## src/rtl/if_fetch_stage_pkg.sv

```systemverilog
// Shared definitions for the instruction-fetch stage.
//   PC_WIDTH      : width of program-counter and instruction-memory addresses
//   NOP_INST      : instruction word driven to IF/ID whenever nothing is delivered
//   fetch_state_t : fetch-stage sequencing states
package if_fetch_stage_pkg;

    localparam int unsigned PC_WIDTH = 32;
    localparam logic [31:0] NOP_INST = 32'h0000_0000;

    typedef enum logic [1:0] {
        ST_IDLE  = 2'd0,  // first cycle after reset release, emits a bubble
        ST_FETCH = 2'd1,  // request outstanding at pc
        ST_HOLD  = 2'd2,  // response captured while ID is stalled
        ST_DRAIN = 2'd3   // waiting to discard a wrong-path response
    } fetch_state_t;

endpackage

```

## src/rtl/if_fetch_stage_hold_buf.sv

```systemverilog
// Capture register for a response that arrives while ID is stalled.
// Holds {pc+4, inst} until the stall releases or a redirect discards it.
//   clk    : clock, rising edge
//   init_n : asynchronous active-low reset, clears contents
//   load   : capture d on the next rising edge
//   clear  : zero contents on the next rising edge (wins over load)
//   d      : data to capture
//   q      : captured data
module if_hold_buf #(
    parameter int unsigned WIDTH = 64
) (
    input  logic             clk,
    input  logic             init_n,
    input  logic             load,
    input  logic             clear,
    input  logic [WIDTH-1:0] d,
    output logic [WIDTH-1:0] q
);

    always_ff @(posedge clk or negedge init_n) begin
        if (!init_n) begin
            q <= '0;
        end else if (clear) begin
            q <= '0;
        end else if (load) begin
            q <= d;
        end
    end

endmodule

```

## src/rtl/if_fetch_stage.sv

```systemverilog
// Instruction-fetch stage feeding the IF/ID pipeline register.
// Owns the PC, drives the instruction-memory handshake, applies ID redirects
// and load-use stalls, and produces the IF/ID write bundle each cycle.
//   clk, init_n         : clock (rising edge), async active-low reset
//   stall               : hold IF and IF/ID (load-use hazard)
//   redirect_valid/_pc  : taken branch/jump from ID; target low two bits ignored
//   imem_req/_addr      : fetch request and address (current PC)
//   imem_ready/_rdata   : response valid and instruction word
//   pc_out, inst_out    : delivered PC+4 and instruction to IF/ID
//   if_id_we, if_flush  : IF/ID write enable and bubble insertion
module if_fetch_stage
    import if_fetch_stage_pkg::*;
#(
    parameter logic [PC_WIDTH-1:0] RESET_PC = 32'h0000_0000,
    parameter logic [PC_WIDTH-1:0] PC_STEP  = 32'd4
) (
    input  logic                clk,
    input  logic                init_n,
    input  logic                stall,
    input  logic                redirect_valid,
    input  logic [PC_WIDTH-1:0] redirect_pc,
    output logic                imem_req,
    output logic [PC_WIDTH-1:0] imem_addr,
    input  logic                imem_ready,
    input  logic [31:0]         imem_rdata,
    output logic [PC_WIDTH-1:0] pc_out,
    output logic [31:0]         inst_out,
    output logic                if_id_we,
    output logic                if_flush
);

    fetch_state_t        state, state_next;
    logic [PC_WIDTH-1:0] pc, pc_next, pc_plus4;
    logic                buf_load, buf_clear;
    logic [63:0]         buf_q;
    logic                req_c, we_c, flush_c;
    logic [PC_WIDTH-1:0] pc_out_c;
    logic [31:0]         inst_c;

    assign pc_plus4 = pc + 32'd4;

    if_hold_buf #(.WIDTH(64)) u_hold_buf (
        .clk    (clk),
        .init_n (init_n),
        .load   (buf_load),
        .clear  (buf_clear),
        .d      ({pc_plus4, imem_rdata}),
        .q      (buf_q)
    );

    always_comb begin
        state_next = state;
        pc_next    = pc;
        req_c      = 1'b0;
        we_c       = 1'b0;
        flush_c    = 1'b0;
        pc_out_c   = '0;
        inst_c     = NOP_INST;
        buf_load   = 1'b0;
        buf_clear  = 1'b0;

        if (redirect_valid) begin
            // Redirect beats stall and any delivery; a request left without
            // a response must be drained before the new path is fetched.
            req_c     = (state == ST_FETCH);
            we_c      = 1'b1;
            flush_c   = 1'b1;
            pc_next   = redirect_pc & ~32'h3;
            buf_clear = 1'b1;
            if ((state == ST_FETCH || state == ST_DRAIN) && !imem_ready) begin
                state_next = ST_DRAIN;
            end else begin
                state_next = ST_FETCH;
            end
        end else begin
            unique case (state)
                ST_IDLE: begin
                    we_c       = 1'b1;
                    flush_c    = 1'b1;
                    state_next = ST_FETCH;
                end
                ST_FETCH: begin
                    req_c = 1'b1;
                    if (imem_ready && !stall) begin
                        we_c     = 1'b1;
                        pc_out_c = pc_plus4;
                        inst_c   = imem_rdata;
                        pc_next  = pc + PC_STEP;
                    end else if (imem_ready) begin
                        buf_load   = 1'b1;
                        state_next = ST_HOLD;
                    end else if (!stall) begin
                        we_c    = 1'b1;
                        flush_c = 1'b1;
                    end
                end
                ST_HOLD: begin
                    if (!stall) begin
                        we_c       = 1'b1;
                        pc_out_c   = buf_q[63:32];
                        inst_c     = buf_q[31:0];
                        pc_next    = pc + PC_STEP;
                        state_next = ST_FETCH;
                    end
                end
                ST_DRAIN: begin
                    we_c    = !stall;
                    flush_c = 1'b1;
                    if (imem_ready) begin
                        state_next = ST_FETCH;
                    end
                end
                default: state_next = ST_IDLE;
            endcase
        end
    end

    // Outputs are forced quiet while reset is asserted, not just after the
    // state register has been cleared, so the IF/ID register sees no write.
    assign imem_req  = init_n & req_c;
    assign imem_addr = pc;
    assign if_id_we  = init_n & we_c;
    assign if_flush  = init_n & flush_c;
    assign pc_out    = init_n ? pc_out_c : '0;
    assign inst_out  = init_n ? inst_c : NOP_INST;

    always_ff @(posedge clk or negedge init_n) begin
        if (!init_n) begin
            state <= ST_IDLE;
            pc    <= RESET_PC;
        end else begin
            state <= state_next;
            pc    <= pc_next;
        end
    end

endmodule
```

## config.mk

```make
export PLATFORM = sky130hd
export DESIGN_NAME = if_fetch_stage
export DESIGN_NICKNAME = d
export VERILOG_FILES = /design/src/rtl/if_fetch_stage_pkg.sv /design/src/rtl/if_fetch_stage_hold_buf.sv /design/src/rtl/if_fetch_stage.sv
export SDC_FILE = /design/constraint.sdc
export NUM_CORES = 1
export LEC_CHECK = 0
export CAP_MARGIN = 5
export CORE_ASPECT_RATIO = 1.75
export CORE_MARGIN = 2
export CORE_UTILIZATION = 57
export CTS_BUF_LIST = sky130_fd_sc_hd__clkbuf_8 sky130_fd_sc_hd__clkbuf_16
export DETAILED_ROUTE_END_ITERATION = 8
export DONT_BUFFER_PORTS = 1
export PLACE_DENSITY = 0.79
export SYNTH_ARGS = -nofsm -noshare
export SYNTH_HDL_FRONTEND = slang
export SYNTH_SLANG_ARGS = --single-unit
```

## constraint.sdc

```tcl
create_clock -name clk -period 2.5 [get_ports clk]
set_input_delay 0.125 -clock clk [delete_from_list [all_inputs] [get_ports clk]]
set_output_delay 0.125 -clock clk [all_outputs]
set_load 0.03 [all_outputs]
```

* After elaboration in Yosys (flattened, before gate mapping)
Index checks and enable logic that the tools add are counted.
Widths: inputs -> output; s select.
** Word-level totals
- Flip-flop bits (word level) :: 98
- Bits in latches :: 0
- RAM bits :: 0
- Bits in read-only memories :: 0
- Input bits :: 69
- Output and inout port bits :: 99
- Word-level logic and storage cells :: 64
- Memories kept :: 0
** Cells by class
- $add $sub $neg :: 1
- Multiply operators :: 0
- Div/mod/pow operators :: 0
- Magnitude comparators :: 0
- Equal/unequal tests :: 8
- Shifts and indexed selects :: 0
- Multiplexer cells :: 38
- Bitwise logic cells :: 3
- Reductions and logical operators :: 11
** Operators with widths (number)
- $mux 32 :: 11
- $pmux 32 s2 :: 3
- $mux 64 :: 2
- $add 32x3->32 const B :: 1
- $mux 1 :: 13
- $mux 2 :: 6
- $ne 3x3->1 const B :: 4
- $pmux 2 s4 :: 1
- $eq 2x2->1 const B :: 2
- $pmux 1 s4 :: 1
- $reduce_and 4->1 :: 1
- $and 1x1->1 :: 3
- $ne 3x2->1 const B :: 1
- $reduce_and 3->1 :: 1
- $reduce_bool 3->1 :: 1
- $eq 2x1->1 const B :: 1
- $logic_and 1x1->1 :: 2
- $logic_not 1->1 :: 2
- $logic_not 2->1 :: 1
- $pmux 1 s2 :: 1
- $reduce_bool 2->1 :: 1
- $reduce_or 2->1 :: 1
- $logic_or 1x1->1 :: 1

* Depth between registers and ports, before layout
Gate-level depths: netlist of the first run.
- Word-level depth :: 7
- Depth in mapped cells :: 9
- Gate-level depth less buffers :: 6

* Hierarchy
From an unflattened synthesis of the first run, not the netlist that was laid out.
** Second synthesis, totals
- Cell total of the unflattened synthesis :: 630
- Area total of the unflattened synthesis :: 5919.4 um^2
** By module, submodules not included
- if_fetch_stage :: instances 1, cells an instance 424, area each 3308.2 um^2, sequential area each 800.8 um^2
- if_hold_buf :: instances 1, cells an instance 206, area each 2611.3 um^2, sequential area each 1601.5 um^2

* Worst setup path after synthesis of the first run
Ideal clock, no wire load.
- Path kind :: flip-flop to output port
- From :: register pc[2], in the netlist imem_addr[2]
- To :: output pc_out[16]
- Arrival time :: 2.367 ns
- Required time :: 2.375 ns
- Slack :: 0.008 ns
- Cell stages (with the launch flop) :: 7
- Buffers on the path :: 1
- Cells stage by stage :: dfrtp_1 ha_1 nand3_1 clkbuf_1 nor4_1 xnor2_1 o21ai_0
** On the way
- Cells in the longest elaborated chain, start to end :: 5
** Ends and longest elaborated chain
- start, declared :: line if_fetch_stage.sv:33 : logic [PC_WIDTH-1:0] pc, pc_next, pc_plus4;
- start signal, assigned :: line if_fetch_stage.sv:133 : pc <= pc_next;
- $add 32x3->32 :: line if_fetch_stage.sv:40 : assign pc_plus4 = pc + 32'd4;
- $mux 32 :: line if_fetch_stage.sv:84 : if (imem_ready && !stall) begin
- $pmux 32 s2 :: line if_fetch_stage.sv:76 : unique case (state)
- $mux 32 :: line if_fetch_stage.sv:62 : if (redirect_valid) begin
- $mux 32 :: line if_fetch_stage.sv:124 : assign pc_out = init_n ? pc_out_c : '0;
- end, declared :: line if_fetch_stage.sv:26 : output logic [PC_WIDTH-1:0] pc_out,
Every way passes these cells.

* Worst setup path after layout of the first run
- From :: register pc[9], in the netlist imem_addr[9]
- To :: output pc_out[30]
Same word-level chain as after synthesis.

==> summary.txt, run 1 <==
Synthesis
  • Area of the mapped netlist: 6040 µm²
  • Post-synthesis cell count: 709
  • Count of cell types in the netlist: 55
  • Number of flops mapped to enable cells by yosys: 0
  • Prevailing post-synth register cell: dfrtp_1
  • Sequential fraction of the synthesis area: 0.393
  • #FFs+latches synth: 95
  • Ys async rst share: 1.00
  • Syn Area/Cell: ~8.5 µm²
  • Synth Warn #: 0

Finish
  • Final Core Density: 0.818
  • Final #Nets: around 920
  • Area grow syn2layout: 39.4%
  • Layout cells sized above 1: 0.246
  • Number of inserted diodes: 0

STA
  • RSZ-0062 raised after global routing: true
  • Final period util: 1.02
  • Actual slew at the worst max-slew pin: approximately 800 ps
  • Final slew viol count: 0
  • Final Hold Fails: 0
  • Final Setup Violations: 4
  • Period minus WS final: between 2000 and 3000 ps
  • Worst slew margin: 0.459
  • Final clock skew: 10.1 ps
  • Achievable frequency: 0.392 GHz
  • Worst setup margin: -51.7 ps

Route
  • Vias per cell: 7.25
  • Total Routed Length: 23400 µm
  • Residual DRC: 0
  • First-pass DRT Iterations: 6
  • First DRT Iteration DRCs: 844
  • Via count: approximately 7000
  • Number of routed nets with antenna violations: 0
  • Avg WL per Cell: roughly 24 µm

Worst setup path
  • Max FO, Critical Path: 5
  • Startpoint types: flop
  • Reg-to-reg slack, setup: 10 ps
  • CP arrival: ~2400 ps
  • Reg2reg path depth: 8
  • Crit Reg-Reg Startpoint: state[0]
  • Worst setup EP type: output port
  • Worst path required time: 2380 ps
  • Crit Path Category: flop to output port
  • Reg-to-Reg End: imem_addr[15]

Place
  • IO buf count: 0
  • DP HPWL: 13700 µm
  • Routability cong.: 0.972
  • Placement Setup Slack: -300 ps

Global route
  • All-Layer GR Usage: 0.378
  • Largest net degree at the start of global routing: 96
  • Initial antenna violation count: 1
  • Vias in the first global route: approximately 7000
  • GRT overflow: 0
  • First-pass GRT wire length: 33700 µm

Power
  • Static Leakage: between 3 and 4 nW
  • Pwr per Cell Area: 644 nW/µm²
  • Max VDD drop: 601 µV

Die
  • Die ar.: 11500 µm²
  • Initial Util: 0.587
  • Core area: 10300 µm²
  • Die height: 140 µm
  • Row count: 49
  • # IOs: 168
  • Die width: 81.8 µm

Status
  • Status: complete, but fails checks
  • Failing checks: negative setup slack

Min path
  • Hold Path Class: input pin to flop
  • Hold EP: imem_addr[30]
  • Hold Crit Depth: 3
  • Hold_sp: stall

Clock tree
  • Clk buf depth: 2
  • Worst-skew pair later-pin latency: 360 ps
  • H-tree depth: 3
  • CTS buffer count: 9
  • TritonCTS clock tree: built
  • Root buffer cell: clkbuf_16
  • CTS clock-pin slew for the worst setup and hold paths: 70 ps
  • Sink Count: 95

Run
  • Max Cap Viol: 0
[how the worst max path moves through the flow]
stage	startpoint	endpoint	slack [ps]
3_5_place_dp	state[1]	pc_out[31]	-300
2_1_floorplan	imem_addr[2]	pc_out[16]	8
4_1_cts	imem_addr[3]	pc_out[30]	-20
6_report	imem_addr[9]	pc_out[30]	-50
5_1_grt	state[0]	imem_addr[29]	-60
3_3_place_gp	state[0]	pc_out[31]	-100
[layout by cell type, fill, tap and decap left out, drive strengths merged, types with 4 or more instances in the layout]
cell / n
o311ai: 6
nand2: 74
o41ai: 4
nand4b: 6
a21oi: 8
o31ai: 14
inv: 9
clkbuf: 11
and2: 4
a221o: 6
nand4: 15
dfrtp: 95
dlygate4sd3: 62
a22oi: 36
nor3: 21
or3: 9
o211ai: 19
xnor2: 14
buf: 140
ha: 5
nor4: 10
o21ai: 31
a22o: 36
nand3: 41
a31oi: 21
or4: 38
nor2: 72
[per-layer routing]
metal	up-vias	global-route usage	share of wire
li1	2954	-	-
met1	3362	0.419	0.33
met2	620	0.631	0.49
met3	170	0.0857	0.10
met4	2	0.243	0.073
met5	-	0	0.00081
[stage by stage]
stage	std cells	cell area, µm²	total power [mW]	hold WS, ps	TNS, ps
final	980	8430	5.43	37.3	-96.4
after global routing	980	8430	5.61	31.9	-337
after global placement	883	7030	3.38	-168	-458
after detailed placement	883	7030	3.46	-168	-2040
after CTS	971	8190	5.18	7.81	-25.9
after floorplan	710	6050	2.93	-171	0
[where the power goes]
part           internal, mW  total, mW  switching [mW]
Sequential             1.72       1.87           0.153
Combinational         0.747       2.02            1.27
Clock                 0.931       1.54           0.606
Total                  3.40       5.43            2.03
[registers in the layout, summed over array words and instances (netlist names)]
| signal | count |
|---|---|
| imem_addr | 30 |
| state | 2 |
| u_hold_buf.q | 63 |
[Yosys cell counts (all sizes together), types with 2 or more instances]
cell | instances | area share
a21boi | 3 | 0.0037
a21oi | 8 | 0.0066
a221o | 6 | 0.0099
a22o | 36 | 0.052
a22oi | 36 | 0.045
a31oi | 21 | 0.022
and2 | 4 | 0.0041
and3b | 2 | 0.0029
and4 | 3 | 0.0043
buf | 22 | 0.021
clkbuf | 54 | 0.034
dfrtp | 95 | 0.39
ha | 5 | 0.010
inv | 7 | 0.0043
mux2 | 2 | 0.0037
mux2i | 2 | 0.0033
nand2 | 74 | 0.046
nand2b | 3 | 0.0031
nand3 | 41 | 0.034
nand3b | 2 | 0.0025
nand4 | 15 | 0.022
nand4b | 6 | 0.0087
nor2 | 72 | 0.045
nor2b | 3 | 0.0031
nor3 | 21 | 0.017
nor4 | 10 | 0.010
o211a | 2 | 0.0033
o211ai | 19 | 0.024
o21a | 3 | 0.0037
o21ai | 31 | 0.026
o311a | 3 | 0.0050
o311ai | 6 | 0.0087
o31ai | 14 | 0.017
o41ai | 4 | 0.0058
or3 | 9 | 0.0093
or4 | 37 | 0.047
or4b | 3 | 0.0050
xnor2 | 14 | 0.020
xor2 | 3 | 0.0043
[cell type report]
| cell class | count | area, µm² |
|---|---|---|
| clock buffers | 11 | 253 |
| clock inverters | 5 | 80.1 |
| fillers | 600 | 1870 |
| inverters | 7 | 26.3 |
| multi-input cells | 533 | 3560 |
| flip-flops and latches | 95 | 2380 |
| well taps | 127 | 159 |
| repair buffers | 202 | 1960 |
[cells by family after synthesis]
group / after synthesis / share of synthesized area
simple gates: 309 / 0.268
flops: 95 / 0.393
compound gates: 195 / 0.236
buf+inv: 83 / 0.0592
mux: 4 / 0.00704
xor+xnor: 17 / 0.0246
other cells: 1 / 0.000620
fa+ha+maj: 5 / 0.0103
[worst max-delay path, stage by stage, from the launching register on]
cell     delay, ps
dfrtp_2        440
nand4_1        180
buf_4          210
or4_4          540
or4_4          460
nand3_4        120
buf_12         120
[what timing repair did]
item,CTS,global route
hold buffers,63,0
buffers inserted,8,8
pin swaps,4,6
gates resized for setup,29,37
setup endpoints to repair,19,56
hold endpoints to repair,155,0
cloned,1,1
(Power assumes the default switching activity.)
==> run 2, diff against run 1 <==
Settings changed: BUFFER_PORTS_ARGS from default to -buffer_cell sky130_fd_sc_hd__buf_2, CORE_UTILIZATION 57 to 53, DONT_BUFFER_PORTS 1 to default, PLACE_DENSITY 0.79 to 0.88.
Clock period 2.5 ns to 2.6 ns, I/O delays scaled along.
==> summary.txt, run 2 (synthesized netlist as in run 1, its figures left out) <==
Status
  • Status: complete, no violations (was complete, but fails checks)

Finish
  • Area grow syn2layout: 28.2% (was 39.4%)
  • Commonest non-fill, non-tap cell in the layout: buf_2 (was buf_4)
  • Filler instances: 851 (was 600)
  • Layout cells sized above 1: 0.335 (was 0.246)
  • Design area: 7750 µm² (was 8430 µm²)
  • Max reg flops: 63 (unchanged)
  • Most frequent cells in the layout: buf_2, dfrtp_1, nand2_1 (was buf_4, dfrtp_1, nand2_1)
  • Non-Filler Instances: 1009 (was 980)
  • Number of inserted diodes: 0 (unchanged)
  • Final #Nets: 946 (was 922)
  • Largest reg by FF count: u_hold_buf.q (unchanged)

Clock tree
  • CTS buffer count: 9 (unchanged)
  • Clk buf depth: 2 (unchanged)
  • Root buffer cell: clkbuf_16 (unchanged)
  • TritonCTS clock tree: built (unchanged)
  • Sink Count: 95 (unchanged)
  • Worst-skew pair later-pin latency: 360 ps (about the same)
  • H-tree depth: 3 (unchanged)
  • CTS clock-pin slew for the worst setup and hold paths: 80 ps (was 70 ps)

Place
  • Dpl cell area: 7050 µm² (was 7030 µm²)
  • Routability cong.: 0.903 (was 0.972)
  • IO buf count: 163 (was 0)
  • Placed instance count: 973 (was 883)
  • DP HPWL: 13000 µm (was 13700 µm)

Power
  • Max VDD drop: 431 µV (was 601 µV)
  • Power Total: 4.88 mW (was 5.43 mW)
  • Pwr per Cell Area: 630 nW/µm² (was 644 nW/µm²)
  • Static Leakage: 3.43 nW (was 3.47 nW)

Worst setup path
  • Delay-heaviest family, CP: simple AND/OR/NAND/NOR gates (unchanged)
  • Crit path depth: 8 (was 6)
  • Crit-path most repeated cell: buf_6 (was or4_4)
  • Reg2reg path depth: 6 (was 8)
  • CP bufs+invs: 3 (was 2)
  • Max FO, Critical Path: 14 (was 5)
  • Largest stage delay, worst path: 560 ps (was 540 ps)
  • Crit-path slowest cell: or4_1 (was or4_4)
  • Worst setup EP type: output port (unchanged)
  • Crit Path Category: flop to output port (unchanged)
  • Startpoint types: flop (unchanged)
  • CP arrival: 2460 ps (was 2430 ps)
  • CP cell instances: inv_2, ha_4, nand3b_1, nand2b_4, buf_6, or4_1, nand3_2, buf_6 (was nand4_1, buf_4, or4_4, or4_4, nand3_4, buf_12)
  • Worst path required time: 2470 ps (was 2380 ps)

Run
  • Max Cap Viol: 0 (unchanged)

STA
  • Actual slew at the worst max-slew pin: 888 ps (was 808 ps)
  • Sum of negative setup slack: 0 ps (was -96.4 ps)
  • Final Hold Fails: 0 (unchanged)
  • Achievable frequency: 0.386 GHz
  • Period minus WS final: ~2600 ps
  • Worst slew margin: 0.391 (was 0.459)
  • Final Setup Violations: 0 (was 4)
  • Final clock skew: 9.58 ps (was 10.1 ps)
  • RSZ-0062 raised after global routing: true (unchanged)
  • Final slew viol count: 0 (unchanged)
  • Final period util: 0.996
  • Hold WS: 3.88 ps (was 37.3 ps)

Route
  • First DRT Iteration DRCs: 638 (was 844)
  • First-pass DRT Iterations: 7 (was 6)
  • Via count: 6699 (was 7108)
  • Residual DRC: 0 (unchanged)
  • Number of routed nets with antenna violations: 0 (unchanged)
  • Vias per cell: 6.64 (was 7.25)
  • Total Routed Length: 19900 µm (was 23400 µm)
  • Avg WL per Cell: 19.7 µm (was 23.9 µm)

Die
  • Die ar.: 12300 µm² (was 11500 µm²)
  • Core area: 11100 µm² (was 10300 µm²)
  • # IOs: 168 (unchanged)
  • Die height: 145 µm (was 140 µm)
  • Initial Util: 0.544 (was 0.587)
  • Die width: 84.7 µm (was 81.8 µm)
  • Row count: 51 (was 49)

Min path
  • Hold Path Class: input pin to flop (unchanged)
  • Hold Crit Depth: 2 (was 3)

Global route
  • Largest net degree at the start of global routing: 59 (was 96)
  • Initial antenna violation count: 0 (was 1)
  • First-pass GRT wire length: 31200 µm (was 33700 µm)
  • All-Layer GR Usage: 0.309 (was 0.378)
  • Vias in the first global route: 6219 (was 6846)
  • GRT overflow: 0 (unchanged)
run 2: worst register-to-register path: stages, from the launching register on:
cell and delay [ps]:
dfrtp_1 390, buf_4 150, ha_1 260, mux2i_1 700, nor2_1 310, mux2i_1 290
o21ai_0 140
run 2: cell type report:
type	count	area [µm²]	share of cell area
multi-input cells	533	3490	0.450
flip-flops and latches	95	2400	0.309
repair buffers	226	1390	0.179
clock buffers	9	225	0.0291
well taps	132	165	0.0213
clock inverters	7	65.1	0.00839
inverters	7	26.3	0.00339
run 2: power by group:
group	internal, mW	switching [mW]
Sequential	1.65	0.168
Clock	0.671	0.637
Combinational	0.648	1.10
Total	2.97	1.91
run 2: what timing repair did:
action                                 in CTS  in global routing
cloned                                      0                  2
pin swaps                                   3                  2
resized for setup                          28                 48
hold buffers                                4                  0
buffers inserted                            6                  8
endpoints found under the hold margin      43                  0
setup endpoints to repair                  17                 19
run 2: path summary, 6_finish.rpt:
path / start / end / slack (ps)
worst min register to register: u_hold_buf.q[42] / u_hold_buf.q[42] / 470
worst max register to register: state[1] / imem_addr[3] / 230
worst max-delay path: state[0] / pc_out[17] / 10
worst min-delay path: imem_rdata[27] / u_hold_buf.q[27] / 4
min in group asynchronous: init_n / u_hold_buf.q[63] / 460
max in group asynchronous: init_n / imem_addr[7] / 1520
run 2: metal layers:
| layer | share of wire | GRT usage | wire length [µm] | vias up |
|---|---|---|---|---|
| li1 | - | - | - | 3003 |
| met1 | 0.37 | 0.374 | 7270 | 3177 |
| met2 | 0.50 | 0.519 | 9870 | 419 |
| met3 | 0.083 | 0.0529 | 1650 | 100 |
| met4 | 0.054 | 0.163 | 1060 | 0 |
| met5 | 0 | 0 | 0 | - |
run 2: metrics by stage:
step | util | worst slack [ps]
CTS | 0.676 | 3.71
global placement | 0.635 | 312
global route | 0.698 | -63.2
detailed placement | 0.635 | 232
finish | 0.698 | 9.57
floorplan | - | 103
==> run 3, diff against run 2 <==
--- a/config.mk
+++ b/config.mk
@@ -11,6 +11,7 @@
 export CORE_MARGIN = 2
-export CORE_UTILIZATION = 53
+export CORE_UTILIZATION = 50
 export CTS_BUF_LIST = sky130_fd_sc_hd__clkbuf_8 sky130_fd_sc_hd__clkbuf_16
+export CTS_CLUSTER_DIAMETER = 100
 export DETAILED_ROUTE_END_ITERATION = 8
-export PLACE_DENSITY = 0.88
+export PLACE_DENSITY = 0.84
 export SYNTH_ARGS = -nofsm -noshare
--- a/constraint.sdc
+++ b/constraint.sdc
@@ -3,2 +3,2 @@
 set_output_delay 0.13 -clock clk [all_outputs]
-set_load 0.03 [all_outputs]
+set_load 0.05 [all_outputs]
==> summary.txt, run 3 (synthesized netlist as in run 1, its figures left out) <==
Worst setup path
  • Max FO, Critical Path: 5 (was 14)
  • Reg-to-Reg End: imem_addr[2] (was imem_addr[3])
  • Crit Path Category: flop to output port (unchanged)
  • Worst setup startpoint: state[0] (unchanged)
  • Worst path required time: 2470 ps (about the same)
  • Setup crit end: pc_out[31] (was pc_out[17])
  • CP arrival: 2490 ps (was 2460 ps)
  • Reg-to-reg slack, setup: 150 ps (was 230 ps)
  • Worst setup EP type: output port (unchanged)
  • Reg2reg path depth: 7 (was 6)
  • Crit Reg-Reg Startpoint: state[0] (was state[1])
  • Startpoint types: flop (unchanged)

STA
  • Worst slew margin: 0.278 (was 0.391)
  • Sum of negative setup slack: -20.8 ps (was 0 ps)
  • Actual slew at the worst max-slew pin: 1050 ps (was 888 ps)
  • Final Hold Fails: 38 (was 0)
  • Final clock skew: 9.17 ps (was 9.58 ps)
  • Period minus WS final: 2620 ps (was 2590 ps)
  • Hold WS: -29.5 ps (was 3.88 ps)
  • Final slew viol count: 0 (unchanged)
  • Achievable frequency: 0.382 GHz (was 0.386 GHz)
  • Worst setup margin: -20.8 ps (was 9.57 ps)
  • Final Setup Violations: 1 (was 0)
  • Final period util: 1.01 (was 0.996)

Place
  • DP HPWL: 13700 µm (was 13000 µm)
  • Routability cong.: 0.939 (was 0.903)
  • IO buf count: 163 (unchanged)
  • Placed instance count: 985 (was 973)

Power
  • Pwr per Cell Area: 673 nW/µm² (was 630 nW/µm²)
  • Static Leakage: 3.48 nW (was 3.43 nW)
  • Max VDD drop: 379 µV (was 431 µV)
  • Power Total: 5.30 mW (was 4.88 mW)

Global route
  • All-Layer GR Usage: 0.302 (was 0.309)
  • GRT overflow: 0 (unchanged)
  • Vias in the first global route: 6243 (was 6219)
  • First-pass GRT wire length: 30900 µm (was 31200 µm)
  • Largest net degree at the start of global routing: 54 (was 59)
  • Initial antenna violation count: 0 (unchanged)

Finish
  • Filler instances: 961 (was 851)
  • Layout cells sized above 1: 0.338 (was 0.335)
  • Number of inserted diodes: 0 (unchanged)
  • Non-Filler Instances: 1017 (was 1009)
  • Most frequent cells in the layout: buf_2, dfrtp_1, nand2_1 (unchanged)
  • Largest reg by FF count: u_hold_buf.q (unchanged)
  • Area grow syn2layout: 30.1% (was 28.2%)
  • Commonest non-fill, non-tap cell in the layout: buf_2 (unchanged)
  • Max reg flops: 63 (unchanged)
  • Final #Nets: 950 (was 946)

Status
  • Status: complete, but fails checks (was complete, no violations)
  • Failing checks: negative hold slack, negative setup slack

Die
  • Initial Util: 0.506 (was 0.544)
  • # IOs: 168 (unchanged)
  • Row count: 53 (was 51)
  • Core area: 11900 µm² (was 11100 µm²)
  • Die height: 149 µm (was 145 µm)
  • Die ar.: 13000 µm² (was 12300 µm²)
  • Die width: 87.1 µm (was 84.7 µm)

Route
  • Vias per cell: 6.69 (was 6.64)
  • Avg WL per Cell: 20.3 µm (was 19.7 µm)
  • Total Routed Length: 20700 µm (was 19900 µm)
  • Via count: 6803 (was 6699)
  • Number of routed nets with antenna violations: 0 (unchanged)
  • Residual DRC: 0 (unchanged)
  • First-pass DRT Iterations: 6 (was 7)
  • First DRT Iteration DRCs: 578 (was 638)

Clock tree
  • CTS clock-pin slew for the worst setup and hold paths: 70 ps (was 80 ps)
  • Sink Count: 95 (unchanged)
  • Worst-skew pair later-pin latency: 350 ps (was 360 ps)
  • Root buffer cell: clkbuf_16 (unchanged)
  • TritonCTS clock tree: built (unchanged)
  • CTS buffer count: 9 (unchanged)
  • Clk buf depth: 2 (unchanged)
  • H-tree depth: 3 (unchanged)

Min path
  • Hold Path Class: input pin to async pin (was input pin to flop)

Run
  • Max Cap Viol: 0 (unchanged)
==> run 3: changes by cell type in the layout (fill, tap and decap cells not counted), sizes merged <==
cell         delta
clkinvlp        +1
buf             +8
dlygate4sd3     -2
inv             -3
bufinv          +3
nand2b          +1
clkinv          -2
clkbuf          -3
==> run 3: stage by stage <==
stage / instance area, µm² / util / setup slack [ps]
floorplan: 6080 / - / 2.65
finish: 7870 / 0.659 / -20.8
detailed placement: 7160 / 0.599 / -69.2
global route: 7870 / 0.659 / -52.6
global placement: 7160 / 0.599 / -13.9
CTS: 7590 / 0.636 / -27.7
==> run 3: worst min path at each step <==
stage / depth (start not counted) / slack [ps] / endpoint / from
finish: 2 / -30 / imem_addr[7] / init_n
global route: 2 / 20 / u_hold_buf.q[5] / imem_rdata[5]
CTS: 2 / 4 / imem_addr[5] / init_n
detailed placement: 3 / 350 / imem_addr[5] / redirect_pc[5]
global placement: 3 / 340 / imem_addr[5] / redirect_pc[5]
floorplan: 0 / -170 / imem_addr[10] / init_n
==> run 3: per-layer routing <==
layer | wire length (µm) | GRT usage | vias up
met5 | 0 | 0 | -
met4 | 1170 | 0.198 | 0
met3 | 1630 | 0.0480 | 110
met2 | 10600 | 0.516 | 447
met1 | 7240 | 0.342 | 3234
li1 | - | - | 3012
==> run 3: repair_timing <==
action | in CTS | in global routing
pin swaps | 2 | 3
setup endpoints to repair | 20 | 19
gates cloned | 0 | 3
setup buffers | 0 | 12
hold endpoints to repair | 2 | 0
gates resized for setup | 26 | 42
hold buffers | 2 | 0
==> run 3: power by group <==
group | switching [mW] | internal [mW]
clock | 0.588 | 0.933
sequential | 0.164 | 1.65
combinational | 1.28 | 0.678
total | 2.03 | 3.27
==> run 3: critical path, stage by stage, from the launching register on <==
cell	delay (ps)
dfrtp_1	380
inv_2	80
ha_4	270
nand3b_1	190
buf_4	200
buf_2	150
nor3_1	310
nand4_1	190
nand3_2	130
buf_2	260
==> run 3: layout make-up <==
type / count / area [µm²] / area share
Inverter: 7 / 26.3 / 0.00334
Clock buffer: 9 / 225 / 0.0286
Clock inverter: 6 / 110 / 0.0140
Tap cell: 137 / 171 / 0.0218
Multi-Input combinational cell: 534 / 3510 / 0.446
Sequential cell: 95 / 2390 / 0.304
Timing Repair Buffer: 229 / 1430 / 0.182
